### config.mk
export PLATFORM = sky130hd
export DESIGN_NAME = ccff_chain_programmer
export DESIGN_NICKNAME = d
export VERILOG_FILES = /design/src/rtl/ccff_prog_pkg.sv /design/src/rtl/ccff_prog_crc8.sv /design/src/rtl/ccff_chain_programmer.sv
export SDC_FILE = /design/constraint.sdc
export NUM_CORES = 1
export LEC_CHECK = 0
export CORE_ASPECT_RATIO = 1.25
export CORE_MARGIN = 8
export CORE_UTILIZATION = 60
export CTS_BUF_LIST = sky130_fd_sc_hd__clkbuf_8
export DETAILED_ROUTE_END_ITERATION = 10
export GPL_ROUTABILITY_DRIVEN = 0
export HOLD_SLACK_MARGIN = 0.1
export PLACE_DENSITY_LB_ADDON = 0.08
export SLEW_MARGIN = 20
export SYNTH_ARGS = -nofsm -noshare
export SYNTH_HDL_FRONTEND = slang
export SYNTH_SLANG_ARGS = --single-unit
### constraint.sdc
create_clock -name prog_clk -period 4.1 [get_ports prog_clk]
set_input_delay 0.82 -clock prog_clk [delete_from_list [all_inputs] [get_ports prog_clk]]
set_output_delay 0.82 -clock prog_clk [all_outputs]
set_load 0.01 [all_outputs]
### src/rtl/ccff_prog_pkg.sv
// Shared types and CRC-8 helper for the CCFF chain programmer.
// CRC-8 is x^8+x^2+x+1, init 0, one bit per step, MSB-first register form.
package ccff_prog_pkg;

    typedef enum logic [1:0] {
        IDLE,
        LOAD,
        VERIFY,
        DONE
    } prog_state_e;

    localparam logic [7:0] CRC8_POLY = 8'h07;

    function automatic logic [7:0] crc8_step(input logic [7:0] crc, input logic din);
        logic fb;
        fb = crc[7] ^ din;
        return {crc[6:0], 1'b0} ^ (fb ? CRC8_POLY : 8'h00);
    endfunction

endpackage

### src/rtl/ccff_prog_crc8.sv
// Serial CRC-8 register: synchronous clear, one bit folded per enabled cycle.
module ccff_prog_crc8
    import ccff_prog_pkg::*;
(
    input  logic       prog_clk,
    input  logic       prog_reset_n,
    input  logic       clr,
    input  logic       en,
    input  logic       din,
    output logic [7:0] crc
);

    // NOTE: sequential state is written with <= only, so every flop samples pre-edge values.
    always_ff @(posedge prog_clk or negedge prog_reset_n) begin
        if (!prog_reset_n) begin
            crc <= 8'h00;
        end else if (clr) begin
            crc <= 8'h00;
        end else if (en) begin
            crc <= crc8_step(crc, din);
        end
    end

endmodule

### src/rtl/ccff_chain_programmer.sv
// Serialises bitstream words onto a CCFF chain, then loops the tail back to the head
// for one full rotation and compares CRC-8 of the loaded and read-back streams.
module ccff_chain_programmer
    import ccff_prog_pkg::*;
#(
    parameter int  CHAIN_LEN = 4,
    parameter int  WORD_W    = 8,
    localparam int CNT_W     = $clog2(CHAIN_LEN + 1)
) (
    input  logic              prog_clk,
    input  logic              prog_reset_n,
    input  logic              start,
    input  logic              bs_valid,
    output logic              bs_ready,
    input  logic [0:WORD_W-1] bs_data,
    output logic              ccff_head,
    output logic              chain_clk_en,
    input  logic              ccff_tail,
    output logic              busy,
    output logic              done,
    output logic              pass
);

    localparam int                 REM_W          = $clog2(WORD_W + 1);
    localparam logic [CNT_W-1:0]   CNT_ONE        = CNT_W'(1);
    localparam logic [CNT_W-1:0]   CNT_LOAD_END   = CNT_W'(CHAIN_LEN);
    localparam logic [CNT_W-1:0]   CNT_VERIFY_END = CNT_W'(CHAIN_LEN - 1);
    localparam logic [REM_W-1:0]   REM_FULL       = REM_W'(WORD_W);
    localparam logic [REM_W-1:0]   REM_ONE        = REM_W'(1);

    prog_state_e       state_q, state_d;
    logic [CNT_W-1:0]  cnt_q, cnt_d;
    logic [REM_W-1:0]  rem_q, rem_d;     // bits still held, including the one on the head
    logic [0:WORD_W-1] word_q, word_d, word_next;
    logic              head_q, head_d;
    logic              loop_q, loop_d;
    logic              ready_d, en_d, busy_d, done_d, pass_d;
    logic              crc_clr, tx_en, tx_din, rx_en;
    logic [7:0]        crc_tx, crc_rx;

    // During VERIFY the tail is routed straight back so the chain rotates exactly once.
    assign ccff_head = loop_q ? ccff_tail : head_q;
    assign word_next = word_q << 1;

    // NOTE: every signal gets a default before the case so no latch can be inferred.
    always_comb begin
        state_d = state_q;
        cnt_d   = cnt_q;
        rem_d   = rem_q;
        word_d  = word_q;
        head_d  = head_q;
        loop_d  = loop_q;
        ready_d = 1'b0;
        en_d    = 1'b0;
        busy_d  = busy;
        done_d  = 1'b0;
        pass_d  = pass;
        crc_clr = 1'b0;
        tx_en   = 1'b0;
        tx_din  = 1'b0;
        rx_en   = 1'b0;
        case (state_q)
            IDLE: begin
                if (start) begin
                    state_d = LOAD;
                    cnt_d   = '0;
                    rem_d   = '0;
                    busy_d  = 1'b1;
                    ready_d = 1'b1;
                    pass_d  = 1'b0;
                    crc_clr = 1'b1;
                end
            end
            LOAD: begin
                if (chain_clk_en) begin
                    if (cnt_q == CNT_LOAD_END) begin
                        state_d = VERIFY;
                        cnt_d   = '0;
                        rem_d   = '0;
                        head_d  = 1'b0;
                        loop_d  = 1'b1;
                        en_d    = 1'b1;
                    end else if (rem_q != REM_ONE) begin
                        rem_d  = rem_q - REM_ONE;
                        word_d = word_next;
                        head_d = word_next[0];
                        en_d   = 1'b1;
                        cnt_d  = cnt_q + CNT_ONE;
                        tx_en  = 1'b1;
                        tx_din = word_next[0];
                    end else begin
                        rem_d   = '0;
                        ready_d = 1'b1;
                    end
                end else if (bs_valid && bs_ready) begin
                    word_d = bs_data;
                    rem_d  = REM_FULL;
                    head_d = bs_data[0];
                    en_d   = 1'b1;
                    cnt_d  = cnt_q + CNT_ONE;
                    tx_en  = 1'b1;
                    tx_din = bs_data[0];
                end else begin
                    ready_d = bs_ready;
                end
            end
            VERIFY: begin
                rx_en = 1'b1;
                if (cnt_q == CNT_VERIFY_END) begin
                    state_d = DONE;
                    cnt_d   = '0;
                    loop_d  = 1'b0;
                end else begin
                    cnt_d = cnt_q + CNT_ONE;
                    en_d  = 1'b1;
                end
            end
            DONE: begin
                done_d  = 1'b1;
                pass_d  = (crc_tx == crc_rx);
                busy_d  = 1'b0;
                state_d = IDLE;
            end
            default: state_d = IDLE;
        endcase
    end

    always_ff @(posedge prog_clk or negedge prog_reset_n) begin
        if (!prog_reset_n) begin
            state_q      <= IDLE;
            cnt_q        <= '0;
            rem_q        <= '0;
            word_q       <= '0;
            head_q       <= 1'b0;
            loop_q       <= 1'b0;
            bs_ready     <= 1'b0;
            chain_clk_en <= 1'b0;
            busy         <= 1'b0;
            done         <= 1'b0;
            pass         <= 1'b0;
        end else begin
            state_q      <= state_d;
            cnt_q        <= cnt_d;
            rem_q        <= rem_d;
            word_q       <= word_d;
            head_q       <= head_d;
            loop_q       <= loop_d;
            bs_ready     <= ready_d;
            chain_clk_en <= en_d;
            busy         <= busy_d;
            done         <= done_d;
            pass         <= pass_d;
        end
    end

    ccff_prog_crc8 u_crc_tx (
        .prog_clk     (prog_clk),
        .prog_reset_n (prog_reset_n),
        .clr          (crc_clr),
        .en           (tx_en),
        .din          (tx_din),
        .crc          (crc_tx)
    );

    ccff_prog_crc8 u_crc_rx (
        .prog_clk     (prog_clk),
        .prog_reset_n (prog_reset_n),
        .clr          (crc_clr),
        .en           (rx_en),
        .din          (ccff_tail),
        .crc          (crc_rx)
    );

endmodule

Yosys cells after proc, flatten, opt, wreduce, memory -nomap -nowiden. Index checks and enable logic that the tools add are counted.

Bits in latches: 0. Bits in registers: 39. ROM bits: 0. Memory bits (writable): 0. Output and inout port bits: 6. Input bits: 13. Word-level logic and storage cells: 115. Memories: 0.

Shifts and indexed selects: 0. Divide/modulo/power cells: 0. Muxes and demuxes: 64. Multipliers: 0. $add $sub $neg: 2. Reductions and logical operators: 16. Bitwise logic cells: 4. Magnitude comparators: 0. Eq/ne operators: 16.

Operators with widths (number): $mux 8 (4); $mux 1 (31); $mux 7 (4); $mux 3 (8); $mux 4 (5); $reduce_and 4->1 (4); $xor 8x8->8 (2); $reduce_bool 2->1 (6); $ne 2x2->1 const B (5); $pmux 1 s2 (5); $pmux 3 s3 (1); $eq 8x8->1 (1); $mux 2 (4); $pmux 2 s4 (1); $pmux 4 s2 (1); $reduce_and 3->1 (2); $eq 2x2->1 const B (2); $ne 4x1->1 const B (1); $ne 4x4->1 const B (1); $sub 4x1->4 const B (1); $add 3x1->3 const B (1); $eq 3x2->1 const B (1); $eq 3x3->1 const B (1); $ne 3x1->1 const B (1); other kinds (8) (9).

Logic depth before layout (Yosys ltp). Gate-level depths: netlist of the first run.

Depth after elaboration: 10. Mapped depth: 8. Gate-level depth less buffers: 7.

Cells and area by module. A second synthesis of the first run with hierarchy kept.

Cells, all modules: 204. Area total of the unflattened synthesis: 2165.8 sq um.

By module, submodules not included: ccff_chain_programmer (cells an instance 140, area each 1420.1 sq um, seq. area each 575.6 sq um, instances 1); ccff_prog_crc8 (cells an instance 32, area each 372.9 sq um, seq. area each 200.2 sq um, instances 2).

Worst setup path after synthesis of the first run. OpenSTA, ideal clock, no wires.

Kind: in2out. Start: input port ccff_tail. End: output port ccff_head. Cell stages on the path: 1. Path buffers: 0. Data required time: 3280 ps. Arrival: 1095 ps. Setup slack: 2185 ps. Cells stage by stage: mux2_2.

Longest elaborated chain between the ends: 1.

Ends and longest elaborated chain: start, declared (RTL line ccff_chain_programmer.sv:18) `input logic ccff_tail,`; $mux 1 (RTL line ccff_chain_programmer.sv:42) `assign ccff_head = loop_q ? ccff_tail : head_q;`; end, declared (RTL line ccff_chain_programmer.sv:16) `output logic ccff_head,`.

Every way passes these cells.

Final worst setup path of the first run. Same ends and word-level chain as after synthesis.

==> results of run 1 <==
-- kinds of logic (layout without fill, tap and decap cells) --
kind of cell             Yosys count  after routing  synth area share, %
buffers and inverters             18             36                3.533
AO/OA/AOI/OAI                     42             42                11.98
adder cells (fa/ha/maj)           11             11                6.587
multiplexers                      19             19                9.281
AND/OR/NAND/NOR                   71             71                16.05
flip-flops                        39             39                46.71
XOR/XNOR                          14             14                5.868
-- state kept, by name, summed over array words and instances (netlist names) --
name          cells
u_crc_rx.crc      8
head_q            1
rem_q             4
u_crc_tx.crc      8
state_q           2
loop_q            1
cnt_q             3
done              1
pass              1
chain_clk_en      1
word_q            7
busy              1
bs_ready          1
-- metrics by stage --
| step | std cells | power [uW] | setup slack, ns |
|---|---|---|---|
| detailed placement | 263 | 423.8 | 1.278 |
| global route | 271 | 776.2 | 1.232 |
| floorplan | 214 | 402.9 | 2.185 |
| finish | 271 | 748.8 | 1.275 |
| global placement | 263 | 422.3 | 1.285 |
| CTS | 271 | 755.3 | 1.271 |
-- cells in the final DEF (no fill, tap or decap), types with 2 or more instances in the layout --
master	n
xnor2_1	10
and2_1	2
or3b_1	2
o22ai_1	2
o21ai_0	15
clkbuf_8	6
nand2_1	33
o21ai_1	2
ha_1	11
a211oi_1	2
xor2_1	4
clkdlybuf4s50_1	17
nand3_1	5
inv_1	10
mux2i_1	16
dfrtp_1	39
nor2b_1	2
nand2b_1	3
nor2_1	15
a21oi_1	12
and3_2	2
mux2_2	3
-- area by class of cell --
class                   instances  area (um^2)
flip-flops and latches         39        975.9
well taps                      39        48.80
clock buffers                   6        82.58
repair buffers                 18        175.2
inverters                      10        37.54
clock inverters                 2        35.03
multi-input cells             157         1040
fillers                       275         1028
-- routing by layer --
layer	global-route usage, %	up-vias	wire length (um)
met4	9.457	0	137
met1	18.17	766	1720
met2	29.92	39	2368
li1	-	759	-
met3	4.911	15	185
met5	0	-	0
-- worst paths after layout --
check / end / cells after the start
min: word_q[2] / 2
max reg2reg: rem_q[2] / 7
min in group asynchronous: rem_q[2] / 1
max: ccff_head / 3
max in group asynchronous: u_crc_tx.crc[4] / 1
min reg2reg: word_q[2] / 2
-- power by group through the flow --
| stage | sequential (uW) | clock, uW | combinational (uW) |
|---|---|---|---|
| after floorplan | 396 | 0 | 6.76 |
| after global placement | 396 | 0 | 26.0 |
| after detailed placement | 397 | 0 | 27.2 |
| after CTS | 389 | 339 | 27.6 |
| after global routing | 389 | 357 | 30.3 |
| final | 389 | 333 | 26.9 |
-- worst min-delay path, cell delays in order (launching register included) --
cell and delay [ns]:
dfrtp_1 0.35, nand2_1 0.05, o21ai_0 0.06
==> metrics.md, run 1 <==
| Metric | Value |
|---|---|
| Clk slew on worst S/H paths | `0.07 ns` |
| Avg Inst Size Synth | `9.764 um^2` |
| Comb power frac | `3.6%` |
| Setup repair bufs after CTS | `0` |
| Arrival time worst endpoint | `2.00 ns` |
| Count of pins over their slew limit | `0` |
| CP Class | `input port to primary output` |
| Distinct cells, synth | `40` |
| Antenna-violating nets left | `0` |
| DR WL/cell | `16.28 um` |
| Leading area contributor after synthesis | `dfrtp_1` |
| Synth Warn # | `0` |
| FP Rows | `24` |
| 1st-pass router iterations | `4` |
| Synth top area share | `46.71%` |
| Min-delay src | `word_q[2]` |
| Drt drc | `0` |
| Overall routed net length | `4.412 mm` |
| Worst Clk Skew | `0.008335 ns` |
| Cells along the critical path | `clkdlybuf4s50_1 -> mux2_2 -> clkdlybuf4s50_1` |
| Post-CTS Resized | `0` |
| Initial Utilization | `61.04%` |
| Die Y | `81.98 um` |
| Internal Pwr Total | `597.7 uW` |
| CTS tree | `done` |
| RSZ-0062 raised after global routing | `false` |
| Status | `complete, no violations` |
| Critical path's slowest cell | `clkdlybuf4s50_1` |
| Vias | `1579` |
| Seq/Total Area, Yosys | `46.71%` |
| Max Clock Freq | `354.0 MHz` |
| Peak VDD IR | `0.4750 mV` |
| Worst r2r src | `state_q[0]` |
| Ys async rst share | `100.0%` |
| Mapped Cells | `214` |
| Top delay family on crit path | `buffers and inverters` |
| Hold buffer count at CTS | `0` |
| Crit path buffers/inverters | `2` |
| Post-synthesis cell area | `2090 um^2` |
| Final period utilization | `68.90%` |
| Setup TNS Final | `0 ns` |
| Worst slew pin tran | `0.8788 ns` |
| Min Hold Slack | `0.4971 ns` |
| GRT Util Overall | `17.25%` |
| Number of H-tree levels | `2` |
| CTS Sinks | `39` |
| First-pass GRT wire length | `7.362 mm` |
| Max stage delay on crit path | `0.48 ns` |
| Synth top area cells | `dfrtp_1 47%, mux2i_1 7.7%, ha_1 6.6%` |
| Hold WC Path Type | `register to register` |
| Share of layout cells above drive strength 1 | `6.897%` |
| Synth Net Count | `238` |
| Post-synth EDFFs | `0` |
| Core area | `3423 um^2` |
| Synth top cells by count | `39 x dfrtp_1, 33 x nand2_1, 16 x mux2i_1` |
| Largest net degree at the start of global routing | `40` |
| Placed Area | `2277 um^2` |
| Power Density | `312.7 nW/um^2` |
| Startpoint types | `input port` |
| Crit. End Element | `primary output` |
| Maximum fanout along the worst path | `2` |
| Relative slew slack | `41.41%` |
| Vias per inst | `5.827` |
| I/O Buffers | `18` |
| Max cap viols | `0` |
| #FFs+latches synth | `39` |
| CP required | `3.28 ns` |
| CP dominant cell by count | `clkdlybuf4s50_1` |
| Root buf cell | `clkbuf_8` |
| Share of total power in the clock network | `44.5%` |
| Clk buf depth | `2` |
| Count leader, synth | `dfrtp_1` |
| Area grow syn2layout | `14.61%` |
| Pleak | `0.001059 uW` |
| Initial antenna violation count | `0` |
| Sequential power share | `51.9%` |
| Final setup viols | `0` |
| Fin crit period | `2.825 ns` |
| Grt total ovfl | `0` |
| Sw power | `151.1 uW` |
| Most used DFF post-synth | `dfrtp_1` |
| Cell area after layout | `2395 um^2` |
| Final #Nets | `255` |
| Total CTS buffers | `5` |
| Die Wd | `68.78 um` |
| CP startpoint | `ccff_tail` |
| Switching portion of total power | `20.17%` |
| Antenna diodes | `0` |
| Ports | `19` |
| Post-DP HPWL | `3.190 mm` |
| Clock latency on the worst-skew pair | `0.29 ns` |
| Die area | `5639 um^2` |
| Initial drt markers | `112` |
| Vias in the first global route | `1686` |
| Final number of hold-violating endpoints | `0` |
| Reg-to-reg slack, setup | `1.96 ns` |
| Final Core Density | `69.96%` |
(Power assumes the default switching activity.)
==> run 2: changes to the inputs <==
--- a/config.mk
+++ b/config.mk
@@ -7,7 +7,7 @@
 export LEC_CHECK = 0
 export CORE_ASPECT_RATIO = 1.25
 export CORE_MARGIN = 8
-export CORE_UTILIZATION = 60
+export CORE_UTILIZATION = 59
 export CTS_BUF_LIST = sky130_fd_sc_hd__clkbuf_8
 export DETAILED_ROUTE_END_ITERATION = 10
 export GPL_ROUTABILITY_DRIVEN = 0
==> constraint.sdc (replaced) <==
create_clock -name prog_clk -period 2.6 [get_ports prog_clk]
set_input_delay 0.52 -clock prog_clk [delete_from_list [all_inputs] [get_ports prog_clk]]
set_output_delay 0.52 -clock prog_clk [all_outputs]
set_load 0.01 [all_outputs]
==> run 2 against run 1 <==
Routed wire length fell by 5.3%. Highest routed layer unchanged. Critical path type unchanged. Worst setup slack got worse by 0.90 ns. First-iteration DRC count rose by 5.4%. Hold slack got worse by 0.16 ns. Total power rose by 39%. Sequential power rose by 58%. Critical path depth did not move. Sequential share of layout area rose by 0.63 points. Combinational power rose by 57%. Final cell count did not move. Largest cell class unchanged.
==> metrics.md, run 2 (synthesis results as in run 1) <==
| Metric | Value |
|---|---|
| Most frequent cells in the layout | `39 x dfrtp_1, 33 x nand2_1, 17 x clkdlybuf4s50_1 (unchanged)` |
| Worst slew pin tran | `0.8773 ns (was 0.8788 ns)` |
| Vias in the first global route | `1581 (was 1686)` |
| Arrival time worst endpoint | `1.71 ns (was 2.00 ns)` |
| Clk buf depth | `2 (unchanged)` |
| Top delay family on crit path | `buffers and inverters (unchanged)` |
| First-pass GRT wire length | `7.348 mm (was 7.362 mm)` |
| Vias | `1538 (was 1579)` |
| Pleak | `0.001048 uW (was 0.001059 uW)` |
| GR peak layer | `met2 (unchanged)` |
| Reg-to-reg slack, setup | `0.45 ns (was 1.96 ns)` |
| Final setup viols | `0 (unchanged)` |
| Die Wd | `69.23 um (was 68.78 um)` |
| CTS tree | `done (unchanged)` |
| FP Rows | `24 (unchanged)` |
| Total CTS buffers | `5 (unchanged)` |
| Post-CTS Resized | `0 (unchanged)` |
| Vias per inst | `5.675 (was 5.827)` |
| Final #Nets | `255 (unchanged)` |
| Max Clock Freq | `449.0 MHz` |
| Maximum fanout along the worst path | `2 (unchanged)` |
| Sw power | `229.5 uW (was 151.1 uW)` |
| DR WL/cell | `15.41 um (was 16.28 um)` |
| Grt total ovfl | `0 (unchanged)` |
| Setup repair bufs after CTS | `0 (unchanged)` |
| Regs by FF count | `u_crc_rx.crc (8), u_crc_tx.crc (8), word_q (7) (unchanged)` |
| I/O Buffers | `18 (unchanged)` |
| Met3 usage | `4.779% (was 4.911%)` |
| Worst Clk Skew | `0.004361 ns (was 0.008335 ns)` |
| Initial antenna violation count | `0 (unchanged)` |
| Power Density | `441.8 nW/um^2 (was 312.7 nW/um^2)` |
| Fin crit period | `2.227 ns` |
| Overall routed net length | `4.176 mm (was 4.412 mm)` |
| Comb power frac | `4.1% (was 3.6%)` |
| Clk slew on worst S/H paths | `0.07 ns (about the same)` |
| Die Y | `82.54 um (was 81.98 um)` |
| Antenna diodes | `0 (unchanged)` |
| R2R depth | `6 (was 7)` |
| Post-DP HPWL | `3.082 mm (was 3.190 mm)` |
| Crit. End Element | `primary output (unchanged)` |
| CP dominant cell by count | `clkdlybuf4s50_1 (unchanged)` |
| Dpl cells | `263 (unchanged)` |
| Worst r2r src | `rem_q[1] (was state_q[0])` |
| Switching portion of total power | `22.02% (was 20.17%)` |
| Hold WC Path Type | `input port to async pin (was register to register)` |
| Core area | `3453 um^2 (was 3423 um^2)` |
| Clock latency on the worst-skew pair | `0.29 ns (about the same)` |
| Cells along the critical path | `clkdlybuf4s50_1 -> mux2_2 -> clkdlybuf4s50_1 (unchanged)` |
| Post-Layout Cell Count | `271 (unchanged)` |
| Antenna-violating nets left | `0 (unchanged)` |
| Root buf cell | `clkbuf_8 (unchanged)` |
| Status | `complete, no violations (unchanged)` |
| Largest net degree at the start of global routing | `40 (unchanged)` |
| Critical path's slowest cell | `clkdlybuf4s50_1 (unchanged)` |
| Die area | `5714 um^2 (was 5639 um^2)` |
| 1st-pass router iterations | `4 (unchanged)` |
| Max cap viols | `0 (unchanged)` |
| Ports | `19 (unchanged)` |
| Peak VDD IR | `0.4136 mV (was 0.4750 mV)` |
| Most common cell after layout, fill and taps aside | `dfrtp_1 (unchanged)` |
| Routing usage on met1 | `16.96% (was 18.17%)` |
| GRT Util Overall | `15.91% (was 17.25%)` |
| Area grow syn2layout | `12.87% (was 14.61%)` |
| Startpoint types | `input port (unchanged)` |
| Count of pins over their slew limit | `0 (unchanged)` |
| R2R Path End | `u_crc_tx.crc[6] (was rem_q[2])` |
| Final period utilization | `85.66%` |
| Initial Utilization | `60.51% (was 61.04%)` |
| Hold buffer count at CTS | `0 (unchanged)` |
| CP required | `2.08 ns (was 3.28 ns)` |
| Crit path buffers/inverters | `2 (unchanged)` |
| Max stage delay on crit path | `0.48 ns (about the same)` |
| GRT met2 Usage | `28.99% (was 29.92%)` |
| Share of layout cells above drive strength 1 | `6.034% (was 6.897%)` |
| Drt drc | `0 (unchanged)` |
| Internal Pwr Total | `812.5 uW (was 597.7 uW)` |
| Relative slew slack | `41.52% (was 41.41%)` |
| Initial drt markers | `118 (was 112)` |
| Sequential power share | `58.9% (was 51.9%)` |
| Overall Power | `1042 uW (was 748.8 uW)` |
| CP Class | `input port to primary output (unchanged)` |
| Share of total power in the clock network | `37.1% (was 44.5%)` |
| Setup TNS Final | `0 ns (unchanged)` |
| CTS Sinks | `39 (unchanged)` |
| RSZ-0062 raised after global routing | `false (unchanged)` |
| Number of H-tree levels | `2 (unchanged)` |
| Final number of hold-violating endpoints | `0 (unchanged)` |
==> run 2: cell types whose count changed in the layout (fill, tap and decap cells not counted), sizes merged <==
cell / change
bufinv: -1
inv: +2
clkbuf: -1
==> run 2: worst max-delay path by stage <==
stage	slack, ns	cells past startpoint	start	to
after global routing	0.22	6	rem_q[1]	u_crc_tx.crc[3]
after floorplan	0.81	7	rem_q[1]	u_crc_tx.crc[0]
final	0.37	3	ccff_tail	ccff_head
after global placement	0.38	3	ccff_tail	ccff_head
after CTS	0.36	3	ccff_tail	ccff_head
after detailed placement	0.36	3	ccff_tail	ccff_head
==> run 2: per-stage QoR <==
| stage | cell area (um^2) | worst slack [ns] | utilization [%] | hold slack (ns) |
|---|---|---|---|---|
| final | 2359 | 0.3730 | 68.30 | 0.3388 |
| after global routing | 2359 | 0.2196 | 68.30 | 0.4119 |
| after CTS | 2359 | 0.3614 | 68.30 | 0.3887 |
| after detailed placement | 2277 | 0.3632 | 65.94 | 0.4819 |
| after global placement | 2277 | 0.3833 | 65.94 | 0.4631 |
| after floorplan | 2090 | 0.8057 | - | 0.2244 |
==> run 2: layout make-up <==
| cell class | count | area [um^2] |
|---|---|---|
| clock buffers | 5 | 68.82 |
| clock inverters | 3 | 12.51 |
| fillers | 277 | 1095 |
| inverters | 10 | 37.54 |
| multi-input cells | 157 | 1040 |
| flip-flops and latches | 39 | 975.9 |
| well taps | 39 | 48.80 |
| repair buffers | 18 | 175.2 |
==> run 2: layer usage <==
metal | vias up | share of wire (%)
li1 | 761 | -
met1 | 738 | 41
met2 | 27 | 53
met3 | 12 | 3.7
met4 | 0 | 2.2
met5 | - | 0
==> run 2: power by group through the flow <==
stage	Sequential (uW)	Combinational, uW	Clock, uW
2_1_floorplan	625	10.7	0
3_3_place_gp	625	41.1	0
3_5_place_dp	625	43.1	0
4_1_cts	613	43.1	396
5_1_grt	614	48.0	424
6_report	613	42.2	386
